### src/rtl/seed_dispenser_if.sv
// rtl/seed_dispenser_if.sv - control and status bundle for the seed dispenser
interface seed_dispenser_if;
  logic       enable;
  logic       dispense_req;
  logic       abort;
  logic [7:0] seed_target;
  logic       seed_confirmed;
  logic       solenoid_out;
  logic       busy;
  logic       done;
  logic       fault;
  logic [7:0] seeds_dispensed;
  logic [7:0] retry_count;
  logic [15:0] hole_count;

  modport master (
    output enable, dispense_req, abort, seed_target, seed_confirmed,
    input  solenoid_out, busy, done, fault, seeds_dispensed, retry_count, hole_count
  );

  modport slave (
    input  enable, dispense_req, abort, seed_target, seed_confirmed,
    output solenoid_out, busy, done, fault, seeds_dispensed, retry_count, hole_count
  );
endinterface

### src/rtl/seed_dispenser.sv
// rtl/seed_dispenser.sv - metering solenoid sequencer, one hole per request
// DISPENSE_CONFIRM_EN selects closed-loop seed confirmation; undefined gives open-loop.
module seed_dispenser #(
  parameter int CLOCK_FREQ         = 50000000,
  parameter int PULSE_WIDTH_US     = 200,
  parameter int GAP_US             = 800,
  parameter int CONFIRM_TIMEOUT_US = 20000,
  parameter int MAX_RETRIES        = 3
) (
  input logic             clk,
  input logic             rst_n,
  seed_dispenser_if.slave bus
);
  localparam int CYCLES_PER_US = CLOCK_FREQ / 1000000;
  localparam int PULSE_CYCLES  = CYCLES_PER_US * PULSE_WIDTH_US;
  localparam int GAP_CYCLES    = CYCLES_PER_US * GAP_US;
  localparam logic [31:0] PULSE_LAST = 32'((PULSE_CYCLES > 0) ? PULSE_CYCLES - 1 : 0);
  localparam logic [31:0] GAP_LAST   = 32'((GAP_CYCLES > 0) ? GAP_CYCLES - 1 : 0);

  typedef enum logic [2:0] {IDLE, PULSE, GAP, CONFIRM, DONE, FAULT} state_t;

  state_t      state;
  logic [31:0] timer;
  logic [7:0]  target;
  logic [7:0]  seeds;
  logic [7:0]  retries;
  logic [15:0] holes;
  logic        solenoid;
  logic        busy;
  logic        done;
  logic        fault;
  logic        stop;
  logic [7:0]  seeds_inc;

  assign stop      = bus.abort || !bus.enable;
  assign seeds_inc = seeds + 8'd1;

  assign bus.solenoid_out    = solenoid;
  assign bus.busy            = busy;
  assign bus.done            = done;
  assign bus.fault           = fault;
  assign bus.seeds_dispensed = seeds;
  assign bus.retry_count     = retries;
  assign bus.hole_count      = holes;

`ifdef DISPENSE_CONFIRM_EN
  localparam int TIMEOUT_CYCLES = CYCLES_PER_US * CONFIRM_TIMEOUT_US;
  localparam logic [31:0] TIMEOUT_LAST = 32'((TIMEOUT_CYCLES > 0) ? TIMEOUT_CYCLES - 1 : 0);

  logic [7:0] seed_retries;
  logic       credited;
  logic       credit_now;

  // Only the first confirmation after a pulse starts counts toward the target.
  assign credit_now = bus.seed_confirmed && !credited && (state == PULSE || state == CONFIRM);
`else
  logic unused_open;
  assign unused_open = bus.seed_confirmed ^ (CONFIRM_TIMEOUT_US > MAX_RETRIES);
`endif

  always_ff @(posedge clk or negedge rst_n) begin
    if (!rst_n) begin
      state    <= IDLE;
      timer    <= '0;
      target   <= '0;
      seeds    <= '0;
      retries  <= '0;
      holes    <= '0;
      solenoid <= 1'b0;
      busy     <= 1'b0;
      done     <= 1'b0;
      fault    <= 1'b0;
`ifdef DISPENSE_CONFIRM_EN
      seed_retries <= '0;
      credited     <= 1'b0;
`endif
    end else if (stop) begin
      // Abort beats everything, including a completing confirmation; seeds holds.
      state    <= IDLE;
      timer    <= '0;
      solenoid <= 1'b0;
      busy     <= 1'b0;
      done     <= 1'b0;
      fault    <= 1'b0;
    end else begin
      done <= 1'b0;
      case (state)
        IDLE, FAULT: begin
          if (bus.dispense_req) begin
            target <= bus.seed_target;
            seeds  <= '0;
            fault  <= 1'b0;
            timer  <= '0;
            busy   <= 1'b1;
`ifdef DISPENSE_CONFIRM_EN
            seed_retries <= '0;
            credited     <= 1'b0;
`endif
            if (bus.seed_target == 8'd0) begin
              state <= DONE;
            end else begin
              state    <= PULSE;
              solenoid <= 1'b1;
            end
          end
        end

        PULSE: begin
`ifdef DISPENSE_CONFIRM_EN
          if (credit_now) begin
            credited     <= 1'b1;
            seeds        <= seeds_inc;
            seed_retries <= '0;
          end
`endif
          if (timer == PULSE_LAST) begin
            solenoid <= 1'b0;
            timer    <= '0;
`ifdef DISPENSE_CONFIRM_EN
            if (credit_now) begin
              state <= (seeds_inc == target) ? DONE : GAP;
            end else if (credited) begin
              state <= (seeds == target) ? DONE : GAP;
            end else begin
              state <= CONFIRM;
            end
`else
            seeds <= seeds_inc;
            state <= (seeds_inc == target) ? DONE : GAP;
`endif
          end else begin
            timer <= timer + 32'd1;
          end
        end

`ifdef DISPENSE_CONFIRM_EN
        CONFIRM: begin
          if (credit_now) begin
            credited     <= 1'b1;
            seeds        <= seeds_inc;
            seed_retries <= '0;
            timer        <= '0;
            state        <= (seeds_inc == target) ? DONE : GAP;
          end else if (timer == TIMEOUT_LAST) begin
            timer <= '0;
            if (int'(seed_retries) < MAX_RETRIES) begin
              seed_retries <= seed_retries + 8'd1;
              if (retries != 8'hFF) begin
                retries <= retries + 8'd1;
              end
              state <= GAP;
            end else begin
              state <= FAULT;
              fault <= 1'b1;
              busy  <= 1'b0;
            end
          end else begin
            timer <= timer + 32'd1;
          end
        end
`endif

        GAP: begin
          if (timer == GAP_LAST) begin
            timer    <= '0;
            solenoid <= 1'b1;
            state    <= PULSE;
`ifdef DISPENSE_CONFIRM_EN
            credited <= 1'b0;
`endif
          end else begin
            timer <= timer + 32'd1;
          end
        end

        DONE: begin
          done  <= 1'b1;
          holes <= holes + 16'd1;
          busy  <= 1'b0;
          state <= IDLE;
        end

        default: begin
          state    <= IDLE;
          solenoid <= 1'b0;
          busy     <= 1'b0;
        end
      endcase
    end
  end
endmodule

### src/flat_wrapper.sv
// flat-port wrapper written by rule: the top's interface ports become plain ports
module seed_dispenser_flat 
#(
  parameter int CLOCK_FREQ         = 50000000,
  parameter int PULSE_WIDTH_US     = 200,
  parameter int GAP_US             = 800,
  parameter int CONFIRM_TIMEOUT_US = 20000,
  parameter int MAX_RETRIES        = 3
)
  (clk, rst_n, bus_enable, bus_dispense_req, bus_abort, bus_seed_target, bus_seed_confirmed, bus_solenoid_out, bus_busy, bus_done, bus_fault, bus_seeds_dispensed, bus_retry_count, bus_hole_count);
  seed_dispenser_if bus_i ();
  input logic clk;
  input logic rst_n;
  input wire logic [$bits(bus_i.enable)-1:0] bus_enable;
  input wire logic [$bits(bus_i.dispense_req)-1:0] bus_dispense_req;
  input wire logic [$bits(bus_i.abort)-1:0] bus_abort;
  input wire logic [$bits(bus_i.seed_target)-1:0] bus_seed_target;
  input wire logic [$bits(bus_i.seed_confirmed)-1:0] bus_seed_confirmed;
  output wire logic [$bits(bus_i.solenoid_out)-1:0] bus_solenoid_out;
  output wire logic [$bits(bus_i.busy)-1:0] bus_busy;
  output wire logic [$bits(bus_i.done)-1:0] bus_done;
  output wire logic [$bits(bus_i.fault)-1:0] bus_fault;
  output wire logic [$bits(bus_i.seeds_dispensed)-1:0] bus_seeds_dispensed;
  output wire logic [$bits(bus_i.retry_count)-1:0] bus_retry_count;
  output wire logic [$bits(bus_i.hole_count)-1:0] bus_hole_count;
  assign bus_i.enable = bus_enable;
  assign bus_i.dispense_req = bus_dispense_req;
  assign bus_i.abort = bus_abort;
  assign bus_i.seed_target = bus_seed_target;
  assign bus_i.seed_confirmed = bus_seed_confirmed;
  assign bus_solenoid_out = bus_i.solenoid_out;
  assign bus_busy = bus_i.busy;
  assign bus_done = bus_i.done;
  assign bus_fault = bus_i.fault;
  assign bus_seeds_dispensed = bus_i.seeds_dispensed;
  assign bus_retry_count = bus_i.retry_count;
  assign bus_hole_count = bus_i.hole_count;
  seed_dispenser #(.CLOCK_FREQ(CLOCK_FREQ), .PULSE_WIDTH_US(PULSE_WIDTH_US), .GAP_US(GAP_US), .CONFIRM_TIMEOUT_US(CONFIRM_TIMEOUT_US), .MAX_RETRIES(MAX_RETRIES)) u_core (.clk(clk), .rst_n(rst_n), .bus(bus_i));
endmodule
### config.mk
export PLATFORM = sky130hd
export DESIGN_NAME = seed_dispenser_flat
export DESIGN_NICKNAME = d
export VERILOG_FILES = /design/src/rtl/seed_dispenser_if.sv /design/src/rtl/seed_dispenser.sv /design/src/flat_wrapper.sv
export SDC_FILE = /design/constraint.sdc
export NUM_CORES = 1
export LEC_CHECK = 0
export BUFFER_PORTS_ARGS = -buffer_cell sky130_fd_sc_hd__clkbuf_2
export CORE_ASPECT_RATIO = 0.9
export CORE_MARGIN = 4
export CORE_UTILIZATION = 35
export CTS_BUF_LIST = sky130_fd_sc_hd__clkbuf_2 sky130_fd_sc_hd__clkbuf_4 sky130_fd_sc_hd__clkbuf_8
export CTS_CLUSTER_SIZE = 25
export DETAILED_ROUTE_END_ITERATION = 6
export GPL_ROUTABILITY_DRIVEN = 0
export GPL_TIMING_DRIVEN = 0
export MAX_ROUTING_LAYER = met4
export SKIP_LAST_GASP = 1
export SYNTH_ARGS = -nofsm -noshare
export SYNTH_HDL_FRONTEND = slang
export SYNTH_SLANG_ARGS = --single-unit
export TNS_END_PERCENT = 10
### constraint.sdc
create_clock -name clk -period 2.7 [get_ports clk]
set_clock_uncertainty 0.05 [all_clocks]
set_input_delay 0.27 -clock clk [delete_from_list [all_inputs] [get_ports clk]]
set_output_delay 0.27 -clock clk [all_outputs]
set_load 0.005 [all_outputs]
Word-level counts from Yosys, hierarchy flattened
Index checks and enable logic that the tools add are counted.
{ "word_totals": {"word_cells": 75, "register_bits": 71, "input_bits": 14} }
{ "classes": {"reduce_logical": 18, "n_addsub": 3, "bitwise": 1, "n_eq_ne": 15, "mux": 29} }
{ "op_table": {"columns": ["op", "n"], "rows": [
  ["32-bit two-way mux", 4],
  ["32-bit case mux with 3 select lines", 1],
  ["32-bit by 1-bit adder with 32-bit output, second input constant", 1],
  ["32-bit by 14-bit equality test with 1-bit output, second input constant", 1],
  ["32-bit by 16-bit equality test with 1-bit output, second input constant", 1],
  ["3-bit two-way mux", 6],
  ["16-bit by 1-bit adder with 16-bit output, second input constant", 1],
  ["8-bit two-way mux", 2],
  ["8-bit case mux with 2 select lines", 1],
  ["1-bit two-way mux", 12],
  ["3-bit case mux with 3 select lines", 1],
  ["8-bit by 1-bit adder with 8-bit output, second input constant", 1],
  ["8-bit equality test", 1],
  ["8-bit logical NOT", 1],
  ["2-bit AND reduction", 4],
  ["3-bit equality test, second input constant", 2],
  ["2-bit by 1-bit inequality test with 1-bit output, second input constant", 3],
  ["3-bit by 1-bit inequality test with 1-bit output, second input constant", 2],
  ["3-bit by 2-bit inequality test with 1-bit output, second input constant", 2],
  ["3-bit AND reduction", 2],
  ["2-bit nonzero test", 3],
  ["5-bit AND reduction", 1],
  ["1-bit case mux with 4 select lines", 1],
  ["4-bit AND reduction", 1],
  ["10 further kinds", 11]
]} }

Logic depth before layout (Yosys ltp)
Gate-level depths: netlist (run 1).
{ "depth": {"word_depth": 6, "depth_mapped": 9, "mapped_depth_nobuf": 7} }

Worst setup path after synthesis (run 1)
Ideal clock, no wire load.
{ "synth_timing": {"kind": "reg2reg", "startpoint": "reg u_core.timer[12]", "endpoint": "reg u_core.seeds[5] (netlist: u_core.bus.seeds_dispensed[5])", "synth_period_minus_slack_ps": 2635, "t_arrival_ps": 2505, "required_ps": 2570, "n_path_buf": 0, "setup_slack_ps": 65, "stages_incl_launch_ff": 7, "setup_time_ps": 80, "path_cell_list": "dfrtp_1 > or4b_1 > or4_1 > or4_1 > or3b_4 > or3_1 > o211ai_2"} }
{ "synth_via": {"elab_chain_cells": 3} }
{ "synth_rtl": {"columns": ["item", "line_no", "rtl"], "rows": [
  ["start, declared", "seed_dispenser.sv:23", "logic [31:0] timer;"],
  ["start signal, assigned", "seed_dispenser.sv:132", "timer <= timer + 32'd1;"],
  ["start signal, assigned", "seed_dispenser.sv:172", "timer <= timer + 32'd1;"],
  ["32-bit by 14-bit equality test with 1-bit output", "seed_dispenser.sv:116", "if (timer == PULSE_LAST) begin"],
  ["2-bit by 1-bit inequality test with 1-bit output (no source line)", null, null],
  ["4-bit AND reduction (no source line)", null, null],
  ["end signal, assigned", "seed_dispenser.sv:128", "seeds <= seeds_inc;"],
  ["end, declared", "seed_dispenser.sv:25", "logic [7:0] seeds;"]
]} }
No other way between the ends.
A chain may end at the register's enable or synchronous reset.

Final worst setup path (run 1)
{ "layout_timing": {"startpoint": "reg u_core.timer[11]", "endpoint": "reg u_core.seeds[3] (netlist: u_core.bus.seeds_dispensed[3])"} }
The elaborated chain is that of the path after synthesis.

==> results of run 1 <==
[critical path: stages, from the launching register on]
cell      delay (ns)
dfrtp_1         0.41
or4b_4          0.54
or4_4           0.45
or4_4           0.45
or3b_4          0.40
buf_6           0.16
o21bai_1        0.12
mux2_2          0.15
[metal layers]
| metal | track usage | part of all wire |
|---|---|---|
| met3 | 0.03100 | 0.045 |
| met2 | 0.2292 | 0.46 |
| met1 | 0.2109 | 0.48 |
| met4 | 0.04963 | 0.015 |
| met5 | - | 0 |
[stage by stage]
stage / util / instances / hold slack [ns]
3_5_place_dp: 0.3971 / 586 / 0.1017
6_report: 0.4300 / 610 / 0.1123
2_1_floorplan: - / 412 / -0.07559
4_1_cts: 0.4236 / 606 / 0.1001
5_1_grt: 0.4300 / 610 / 0.1067
3_3_place_gp: 0.3939 / 584 / 0.4128
[flip-flops by register name, summed over array words and instances (netlist names)]
| signal | flops |
|---|---|
| u_core.timer | 32 |
| u_core.bus.hole_count | 16 |
| u_core.bus.seeds_dispensed | 8 |
| u_core.target | 8 |
| u_core.state | 3 |
| u_core.bus.busy | 1 |
| u_core.bus.done | 1 |
| u_core.bus.solenoid_out | 1 |
[worst max-delay path by stage]
stage | startpoint | endpoint
2_1_floorplan | u_core.timer[12] | u_core.bus.seeds_dispensed[5]
3_3_place_gp | u_core.timer[0] | u_core.timer[0]
3_5_place_dp | u_core.timer[0] | u_core.timer[28]
4_1_cts | u_core.timer[12] | u_core.bus.seeds_dispensed[2]
5_1_grt | u_core.timer[12] | u_core.bus.seeds_dispensed[2]
6_report | u_core.timer[11] | u_core.bus.seeds_dispensed[3]
[layout make-up]
| class | instances | area (um^2) | share of cell area |
|---|---|---|---|
| plain buffers | 24 | 155.1 | 0.03351 |
| clock buffers | 9 | 123.9 | 0.02676 |
| clock inverters | 7 | 102.6 | 0.02216 |
| inverters | 8 | 30.03 | 0.006486 |
| multi-input cells | 310 | 2006 | 0.4332 |
| flip-flops and latches | 70 | 1754 | 0.3789 |
| well taps | 133 | 166.4 | 0.03595 |
| repair buffers | 49 | 291.5 | 0.06297 |
[cell families after synthesis]
logic type | count (synthesis) | share of synthesized area
AND/OR/NAND/NOR | 171 | 0.2311
AO/OA/AOI/OAI | 78 | 0.1274
flip-flops | 70 | 0.4551
XOR/XNOR | 36 | 0.09363
buffers and inverters | 32 | 0.04421
multiplexers | 13 | 0.03771
adder cells (fa/ha/maj) | 3 | 0.009754
other | 1 | 0.0009744
[synthesized netlist by cell type, types with 3 or more instances]
| master | instances |
|---|---|
| mux2_2 | 12 |
| nor2_1 | 28 |
| inv_1 | 8 |
| nand4b_1 | 3 |
| nand2b_1 | 7 |
| nand2_1 | 43 |
| nand4_1 | 12 |
| nor4_1 | 10 |
| dfrtp_1 | 70 |
| or3_1 | 3 |
| nor2b_1 | 3 |
| o211ai_1 | 3 |
| or4_1 | 3 |
| xnor2_1 | 17 |
| ha_1 | 3 |
| a21oi_1 | 20 |
| and3_1 | 12 |
| xor3_1 | 3 |
| buf_4 | 9 |
| nand3_1 | 27 |
| clkbuf_1 | 11 |
| xor2_1 | 16 |
| nor3_1 | 6 |
| o21ai_0 | 16 |
| a31oi_1 | 19 |
[placed cells by master (no fill, tap or decap), drive strengths merged, types with 2 or more instances in the layout]
master,count
dfrtp,70
clkbuf,56
nand2,43
nor2,28
nand3,27
buf,25
a21oi,20
a31oi,19
xnor2,17
xor2,16
o21ai,16
nand4,12
and3,12
mux2,12
inv,12
nor4,10
conb,9
nand2b,7
nor3,6
or3,5
o211ai,4
nand4b,3
or4,3
nor2b,3
xor3,3
a21o,3
ha,3
and4,2
and2,2
a41oi,2
nand3b,2
bufinv,2
or4b,2
o21bai,2
a2111oi,2
[what timing repair did]
action | CTS | global route
endpoints found under the setup margin | 42 | 51
gates resized for setup | 10 | 16
endpoints found under the hold margin | 9 | 0
setup buffers | 3 | 4
pin swaps | 3 | 2
hold buffers | 1 | 0
[power groups by stage]
stage	Clock [W]	Combinational, W	Sequential [W]
after floorplan	0	0.000123	0.00112
after global placement	0	0.000179	0.00112
after detailed placement	0	0.000189	0.00112
after CTS	0.00102	0.000193	0.00110
after global routing	0.00107	0.000219	0.00111
final	0.000995	0.000194	0.00110
==> results.json, run 1 <==
{
  "outcome": "finished, violations left",
  "violations": "setup timing",
  "min_from": "bus_seed_target[7]",
  "clk_latency_ns": 0.36,
  "pwr-share-seq": 0.481,
  "grt_use_total": 0.1536,
  "r2r_setup_slack_ns": -0.09,
  "ys_types": 55,
  "die_h_um": 107.5,
  "seq_area_frac_synth": 0.4551,
  "p_switching_w": 0.0005794,
  "holdPathEnd": "u_core.target[7]",
  "viasPerCell": 5.434,
  "port_buffers": 39,
  "wirelength_mm": 9.292,
  "ios": 50,
  "ys_ff_latch": 70,
  "slew_headroom": 0.3915,
  "async_flop_share": 1.000,
  "drc": 0,
  "ir_worst_vdd_v": 0.0002116,
  "worst_pin_slew_ns": 0.8897,
  "worstReg2RegEnd": "u_core.bus.seeds_dispensed[3]",
  "setup_tns_ns": -0.2558,
  "cts.sinks": 70,
  "path_max_fanout": 10,
  "leakage_nw": 2.063,
  "diodes": 0,
  "period_share": 1.034,
  "design_area_um2": 4629,
  "worstPathArrival_ns": 3.04,
  "switching_share": 0.2529,
  "clockPowerShare": 0.434,
  "setup_slack_ns": -0.09242,
  "dpl.hpwl_mm": 6.381,
  "antenna_left": 0,
  "place_area_um2": 4275,
  "rsz0062_at_grt": "true",
  "cts_htree_levels": 3,
  "endpoint_kind": "flip-flop",
  "min_period_ns": 2.792,
  "cts_buffers": 9,
  "area.growth.synth_to_final_pct": 20.29,
  "hold_depth": 2,
  "slew_violations": 0,
  "via_count": 3315,
  "ff2ff_path_depth": 7,
  "powerDensity_nw_per_um2": 494.9,
  "clockBufferDepth": 2,
  "drv_cap": 0,
  "root_buffer": "clkbuf_8",
  "die_w_um": 118.5,
  "drive_above_1_share": 0.2327,
  "synth_top_area_cell": "dfrtp_1",
  "first_pass_iters": 4,
  "finalHoldViolCount": 0,
  "grt_pass1_wl_mm": 15.70,
  "internal_power_w": 0.001712,
  "criticalPathCategory": "flip-flop to flip-flop",
  "rows": 36,
  "clk_pin_slew_worst_paths_ns": 0.09,
  "die_area_um2": 12740,
  "ys.flop_type": "dfrtp_1",
  "dp_slack_ns": -0.4606,
  "netlist_instances": 404,
  "grt_pass1_vias": 3174,
  "netlist.area_leader.share": 0.4551,
  "gr-total-overflow": 0,
  "synth-edff-count": 0,
  "ys_warn_count": 8,
  "critPathRequiredTime_ns": 2.95,
  "max_freq_mhz": 358.1,
  "combPwrFrac": 0.085,
  "rr_startpoint": "u_core.timer[11]",
  "cts_tree": "yes",
  "synth_area_um2": 3849,
  "avgSynthCellArea_um2": 9.526,
  "synth_area_leaders": "dfrtp_1, nand2_1, xnor2_1",
  "nFillCells": 1041,
  "grt_max_degree": 62,
  "wire_per_inst_um": 15.23,
  "core-area_um2": 10770,
  "antenna_found_initial": 0,
  "cp-start-kind": "flip-flop",
  "hold_path_class": "input port to flip-flop",
  "drtIter0Drc": 311,
  "setup_violations": 4,
  "start_util": 0.3575,
  "totalPowerFinal_w": 0.002291,
  "fin_nets": 489
}
Power figures use the tool's default switching activity.
==> inputs of run 2 (changes only) <==
--- a/config.mk
+++ b/config.mk
@@ -6,15 +6,17 @@
 export NUM_CORES = 1
 export LEC_CHECK = 0
 export BUFFER_PORTS_ARGS = -buffer_cell sky130_fd_sc_hd__clkbuf_2
+export CAP_MARGIN = 25
 export CORE_ASPECT_RATIO = 0.9
 export CORE_MARGIN = 4
-export CORE_UTILIZATION = 35
+export CORE_UTILIZATION = 40
 export CTS_BUF_LIST = sky130_fd_sc_hd__clkbuf_2 sky130_fd_sc_hd__clkbuf_4 sky130_fd_sc_hd__clkbuf_8
 export CTS_CLUSTER_SIZE = 25
 export DETAILED_ROUTE_END_ITERATION = 6
 export GPL_ROUTABILITY_DRIVEN = 0
 export GPL_TIMING_DRIVEN = 0
 export MAX_ROUTING_LAYER = met4
+export PLACE_DENSITY = 0.71
 export SKIP_LAST_GASP = 1
 export SYNTH_ARGS = -nofsm -noshare
 export SYNTH_HDL_FRONTEND = slang
==> run 2 against run 1 <==
Effect of this change: the flow still finishes with violations (setup timing); total power grew 3.5%; register-to-register slack gained 0.02 ns; non-clock buffer count shrank 3; critical path type unchanged; highest routed layer unchanged; hold slack gained 0.0044 ns; critical path depth shrank 1; final area shrank 0.70%; count of clock-buffer cells in the layout is the same; routed wire length shrank 6.8%.
==> results.json, run 2 (same netlist as run 1, synthesis figures left out) <==
{
  "outcome": "finished, violations left",
  "violations": "setup timing",
  "die_h_um": 101.1,
  "leakage_nw": 2.050,
  "largest_reg_flops": 32,
  "worst_pin_slew_ns": 0.6781,
  "area.growth.synth_to_final_pct": 19.44,
  "rsz0062_at_grt": "true",
  "p_switching_w": 0.0005656,
  "setup_slack_ns": -0.06891,
  "criticalPathCategory": "flip-flop to flip-flop",
  "drtIter0Drc": 339,
  "cts.sinks": 70,
  "port_buffers": 39,
  "mostFrequentLayoutCells": "dfrtp_1, nand2_1, clkbuf_2, nor2_1, nand3_1",
  "grt_pass1_vias": 3222,
  "fin_nets": 486,
  "ir_worst_vdd_v": 0.0002177,
  "path_delay_family": "simple AND/OR/NAND/NOR gates",
  "drv_cap": 0,
  "path_cells": "or4b_1 > or4_4 > or4_4 > or3b_4 > or3_1 > o211ai_2",
  "critical_path.max_stage_delay_ns": 0.53,
  "drive_above_1_share": 0.2215,
  "switching_share": 0.2386,
  "grt_max_degree": 63,
  "slew_headroom": 0.5468,
  "pwr-share-seq": 0.465,
  "endpoint_kind": "flip-flop",
  "cp.depth": 6,
  "rows": 33,
  "hold_path_class": "input port to flip-flop",
  "clk_pin_slew_worst_paths_ns": 0.08,
  "grt_use_total": 0.1692,
  "via_count": 3285,
  "worstPathArrival_ns": 3.00,
  "ff2ff_path_depth": 6,
  "max_freq_mhz": 361.2,
  "largest_register": "u_core.timer",
  "clockBufferDepth": 2,
  "gr-total-overflow": 0,
  "start_util": 0.4161,
  "powerDensity_nw_per_um2": 515.7,
  "worst-path-buf-inv": 0,
  "antenna_left": 0,
  "final_common_cell": "dfrtp_1",
  "root_buffer": "clkbuf_8",
  "min_from": "bus_seed_target[0]",
  "cts_tree": "yes",
  "cpMostUsedCell": "or4_4",
  "cts_htree_levels": 3,
  "drc": 0,
  "nFillCells": 857,
  "cp-start-kind": "flip-flop",
  "die_area_um2": 11260,
  "die_w_um": 111.4,
  "finalHoldViolCount": 0,
  "antenna_found_initial": 0,
  "critPathRequiredTime_ns": 2.93,
  "min_period_ns": 2.769,
  "utilization": 0.4970,
  "dpl.hpwl_mm": 6.207,
  "clk_latency_ns": 0.36,
  "period_share": 1.026,
  "final_cell_count_no_fill": 596,
  "place_inst": 575,
  "setup_violations": 3,
  "holdPathEnd": "u_core.target[0]",
  "viasPerCell": 5.512,
  "ios": 50,
  "rr_startpoint": "u_core.timer[12]",
  "grt_pass1_wl_mm": 15.21,
  "hold_depth": 2,
  "r2r_setup_slack_ns": -0.07,
  "combPwrFrac": 0.081,
  "core-area_um2": 9249,
  "cts_buffers": 9,
  "slowest_stage": "or4b_1",
  "wire_per_inst_um": 14.54,
  "slew_violations": 0,
  "path_max_fanout": 4,
  "clockPowerShare": 0.453,
  "internal_power_w": 0.001805,
  "diodes": 0,
  "worstReg2RegEnd": "u_core.bus.seeds_dispensed[5]",
  "wirelength_mm": 8.663,
  "first_pass_iters": 5
}
run 2: power by group through the flow:
| stage | clock (W) | combinational (W) | sequential [W] |
|---|---|---|---|
| floorplan | 0 | 0.000123 | 0.00112 |
| global route | 0.00114 | 0.000215 | 0.00111 |
| global placement | 0 | 0.000177 | 0.00112 |
| finish | 0.00107 | 0.000193 | 0.00110 |
| detailed placement | 0 | 0.000187 | 0.00112 |
| CTS | 0.00109 | 0.000192 | 0.00110 |
run 2: metal layers:
metal | GRT usage | up-vias | wire, um
li1 | - | 1588 | -
met5 | - | - | 0
met3 | 0.04202 | 11 | 599
met1 | 0.2194 | 1589 | 4078
met2 | 0.2619 | 97 | 3878
met4 | 0.05613 | 0 | 106
run 2: area by class of cell:
class / count / area (um^2) / area share
Timing Repair Buffer: 46 / 266.5 / 0.05798
Inverter: 8 / 30.03 / 0.006532
Multi-Input combinational cell: 310 / 1987 / 0.4322
Sequential cell: 70 / 1754 / 0.3816
Tap cell: 122 / 152.6 / 0.03321
Buffer: 24 / 155.1 / 0.03375
Clock buffer: 9 / 123.9 / 0.02695
Clock inverter: 7 / 127.6 / 0.02776
run 2: stage by stage:
stage                     setup slack [ns]  hold slack [ns]  setup TNS (ns)  power, W  instance area [um^2]
after floorplan                    0.06461         -0.07559               0  0.001241                  3879
after global placement             -0.4507           0.4128          -11.48  0.001299                  4227
after detailed placement           -0.4982          0.08842          -13.41  0.001311                  4260
after CTS                         -0.06705           0.1039         -0.1481  0.002381                  4581
after global routing               -0.1363           0.1110         -0.5276  0.002462                  4597
final                             -0.06891           0.1167         -0.1574  0.002370                  4597
run 2: how the worst max path moves through the flow:
stage | start | to | slack [ns]
global placement | u_core.timer[0] | u_core.timer[0] | -0.45
detailed placement | u_core.timer[0] | u_core.timer[27] | -0.50
global route | u_core.timer[5] | u_core.bus.seeds_dispensed[5] | -0.14
CTS | u_core.timer[12] | u_core.bus.seeds_dispensed[5] | -0.07
floorplan | u_core.timer[12] | u_core.bus.seeds_dispensed[5] | 0.06
finish | u_core.timer[12] | u_core.bus.seeds_dispensed[5] | -0.07
run 2: what timing repair did:
| action | 4_1_cts | 5_1_grt |
|---|---|---|
| resized for setup | 14 | 7 |
| hold buffers | 1 | 0 |
| buffers inserted | 3 | 0 |
| hold endpoints to repair | 15 | 0 |
| pin swaps | 2 | 1 |
| endpoints found under the setup margin | 35 | 39 |
==> inputs of run 3 (changes only) <==
--- a/config.mk
+++ b/config.mk
@@ -16,7 +16,7 @@
 export GPL_ROUTABILITY_DRIVEN = 0
 export GPL_TIMING_DRIVEN = 0
 export MAX_ROUTING_LAYER = met4
-export PLACE_DENSITY = 0.71
+export PLACE_DENSITY = 0.69
 export SKIP_LAST_GASP = 1
 export SYNTH_ARGS = -nofsm -noshare
 export SYNTH_HDL_FRONTEND = slang
==> constraint.sdc (replaced) <==
create_clock -name clk -period 2.8 [get_ports clk]
set_clock_uncertainty 0.05 [all_clocks]
set_input_delay 0.28 -clock clk [delete_from_list [all_inputs] [get_ports clk]]
set_output_delay 0.28 -clock clk [all_outputs]
set_load 0.005 [all_outputs]
==> run 3 against run 2 <==
Effect of this change: global-route usage increased by 0.23 points; worst setup slack improved by 0.074 ns; fmax decreased by 0.92%; the flow now finishes without violations; largest power group unchanged; hold slack improved by 0.022 ns; final area decreased by 1.2%; sequential share of layout area increased by 0.43 points; sequential power decreased by 4%; critical path depth unchanged; count of clock-buffer cells in the layout unchanged; via count decreased by 2.1%; highest routed layer unchanged; core utilization decreased by 0.60 points; largest cell class unchanged.
==> results.json, run 3 (same netlist as run 1, synthesis figures left out) <==
{
  "fin_nets": 487,
  "setup_violations": 0,
  "antenna_found_initial": 0,
  "slowest_stage": "or4b_1",
  "min_period_ns": 2.795,
  "pwr-share-seq": 0.516,
  "internal_power_w": 0.001547,
  "first_pass_iters": 4,
  "totalPowerFinal_w": 0.002061,
  "ios": 50,
  "die_w_um": 111.4,
  "period_share": 0.9981,
  "largest_reg_flops": 32,
  "slew_headroom": 0.4563,
  "wirelength_mm": 8.815,
  "cts.sinks": 70,
  "drtIter0Drc": 254,
  "cp-start-kind": "flip-flop",
  "combPwrFrac": 0.090,
  "clk_latency_ns": 0.35,
  "max_freq_mhz": 357.8,
  "die_area_um2": 11260,
  "worst_pin_slew_ns": 0.7949,
  "cts_buffers": 9,
  "grt_pass1_wl_mm": 15.32,
  "rows": 33,
  "setup_slack_ns": 0.005391,
  "endpoint_kind": "flip-flop",
  "largest_register": "u_core.timer",
  "powerDensity_nw_per_um2": 453.9,
  "cts_htree_levels": 3,
  "core-area_um2": 9249,
  "die_h_um": 101.1,
  "dp_slack_ns": -0.3665,
  "diodes": 0,
  "port_buffers": 39,
  "criticalPathCategory": "flip-flop to flip-flop",
  "cts_tree": "yes",
  "p_switching_w": 0.0005145,
  "critical_path.max_stage_delay_ns": 0.52,
  "final_common_cell": "dfrtp_1",
  "rsz0062_at_grt": "true",
  "clk_pin_slew_worst_paths_ns": 0.08,
  "grt_pass1_vias": 3254,
  "root_buffer": "clkbuf_8",
  "start_util": 0.4161,
  "outcome": "finished, final reports clean",
  "leakage_nw": 2.031,
  "finalHoldViolCount": 0,
  "via_count": 3217,
  "clockBufferDepth": 2,
  "drive_above_1_share": 0.2211,
  "gr-total-overflow": 0,
  "grt_util_met2": 0.2698,
  "ir_worst_vdd_v": 0.0002410,
  "mostFrequentLayoutCells": "dfrtp_1, nand2_1, clkbuf_2, nor2_1, nand3_1",
  "utilization": 0.4911,
  "viasPerCell": 5.389,
  "critPathRequiredTime_ns": 3.02,
  "dpl.hpwl_mm": 6.213,
  "hold_path_class": "input port to flip-flop",
  "grt_max_degree": 65,
  "place_inst": 575,
  "switching_share": 0.2496,
  "cpMostUsedCell": "or4_4",
  "path_max_fanout": 3,
  "wire_per_inst_um": 14.77,
  "grt_use_total": 0.1715,
  "clockPowerShare": 0.394,
  "grt_use_met3": 0.03721,
  "drv_cap": 0,
  "path_delay_family": "simple AND/OR/NAND/NOR gates",
  "met1_usage": 0.2231,
  "nFillCells": 886,
  "path_cells": "or4b_1 > or4_4 > or4_4 > or3b_4 > or3_1 > o211ai_2",
  "grt_busiest_layer": "met2",
  "slew_violations": 0,
  "worst-path-buf-inv": 0,
  "drc": 0,
  "final_cell_count_no_fill": 597,
  "antenna_left": 0,
  "area.growth.synth_to_final_pct": 18.01,
  "worstPathArrival_ns": 3.01
}
[run 3: cell type report]
type | count | area (um^2) | area share
multi-input combinational | 310 | 1984 | 0.4369
clock inverter | 7 | 73.82 | 0.01625
clock buffer | 9 | 123.9 | 0.02727
timing repair buffer | 47 | 274.0 | 0.06033
sequential | 70 | 1753 | 0.3859
buffer | 24 | 150.1 | 0.03306
inverter | 8 | 30.03 | 0.006612
tap | 122 | 152.6 | 0.03361
[run 3: through the flow]
| stage | hold slack (ns) | instance area [um^2] | TNS, ns |
|---|---|---|---|
| final | 0.1387 | 4542 | 0 |
| after global routing | 0.1277 | 4542 | -0.1155 |
| after CTS | 0.1246 | 4511 | -0.000007772 |
| after detailed placement | 0.08707 | 4260 | -9.443 |
| after global placement | 0.4104 | 4227 | -8.481 |
| after floorplan | -0.06559 | 3879 | 0 |
[run 3: worst paths after layout]
kind | startpoint | endpoint | slack (ns) | cells after the start
max in group asynchronous | rst_n | u_core.timer[5] | 1.89 | 3
worst max-delay path | u_core.timer[12] | u_core.bus.seeds_dispensed[5] | 0.005 | 6
worst min register to register | u_core.bus.hole_count[15] | u_core.bus.hole_count[15] | 0.43 | 1
worst min-delay path | bus_seed_target[3] | u_core.target[3] | 0.14 | 2
min in group asynchronous | rst_n | u_core.bus.seeds_dispensed[6] | 0.27 | 2
worst max register to register | u_core.timer[12] | u_core.bus.seeds_dispensed[5] | 0.005 | 6
[run 3: power by group through the flow]
stage / clock network, W / registers, W / logic [W]
after CTS: 0.000831 / 0.00106 / 0.000186
after detailed placement: 0 / 0.00108 / 0.000180
after global placement: 0 / 0.00108 / 0.000170
final: 0.000813 / 0.00106 / 0.000185
after global routing: 0.000883 / 0.00107 / 0.000208
after floorplan: 0 / 0.00108 / 0.000119
[run 3: worst register-to-register path, delay by kind of cell (launching register included)]
kind	cells	cell delay [ns]
and+or+nand+nor	5	2.19
AOI/OAI and AO/OA	1	0.08
DFF	1	0.40
[run 3: repair_timing]
item                                    CTS  global route
pin swaps                                 2             2
hold buffers                              1             0
setup buffers                             2             2
gates resized for setup                  10             6
hold endpoints to repair                 45             0
endpoints found under the setup margin   34            32
[run 3: layer usage]
layer	wire length, um	vias to the layer above
met5	0	-
met4	70	0
met1	4173	1574
met3	402	7
li1	-	1575
met2	4169	61
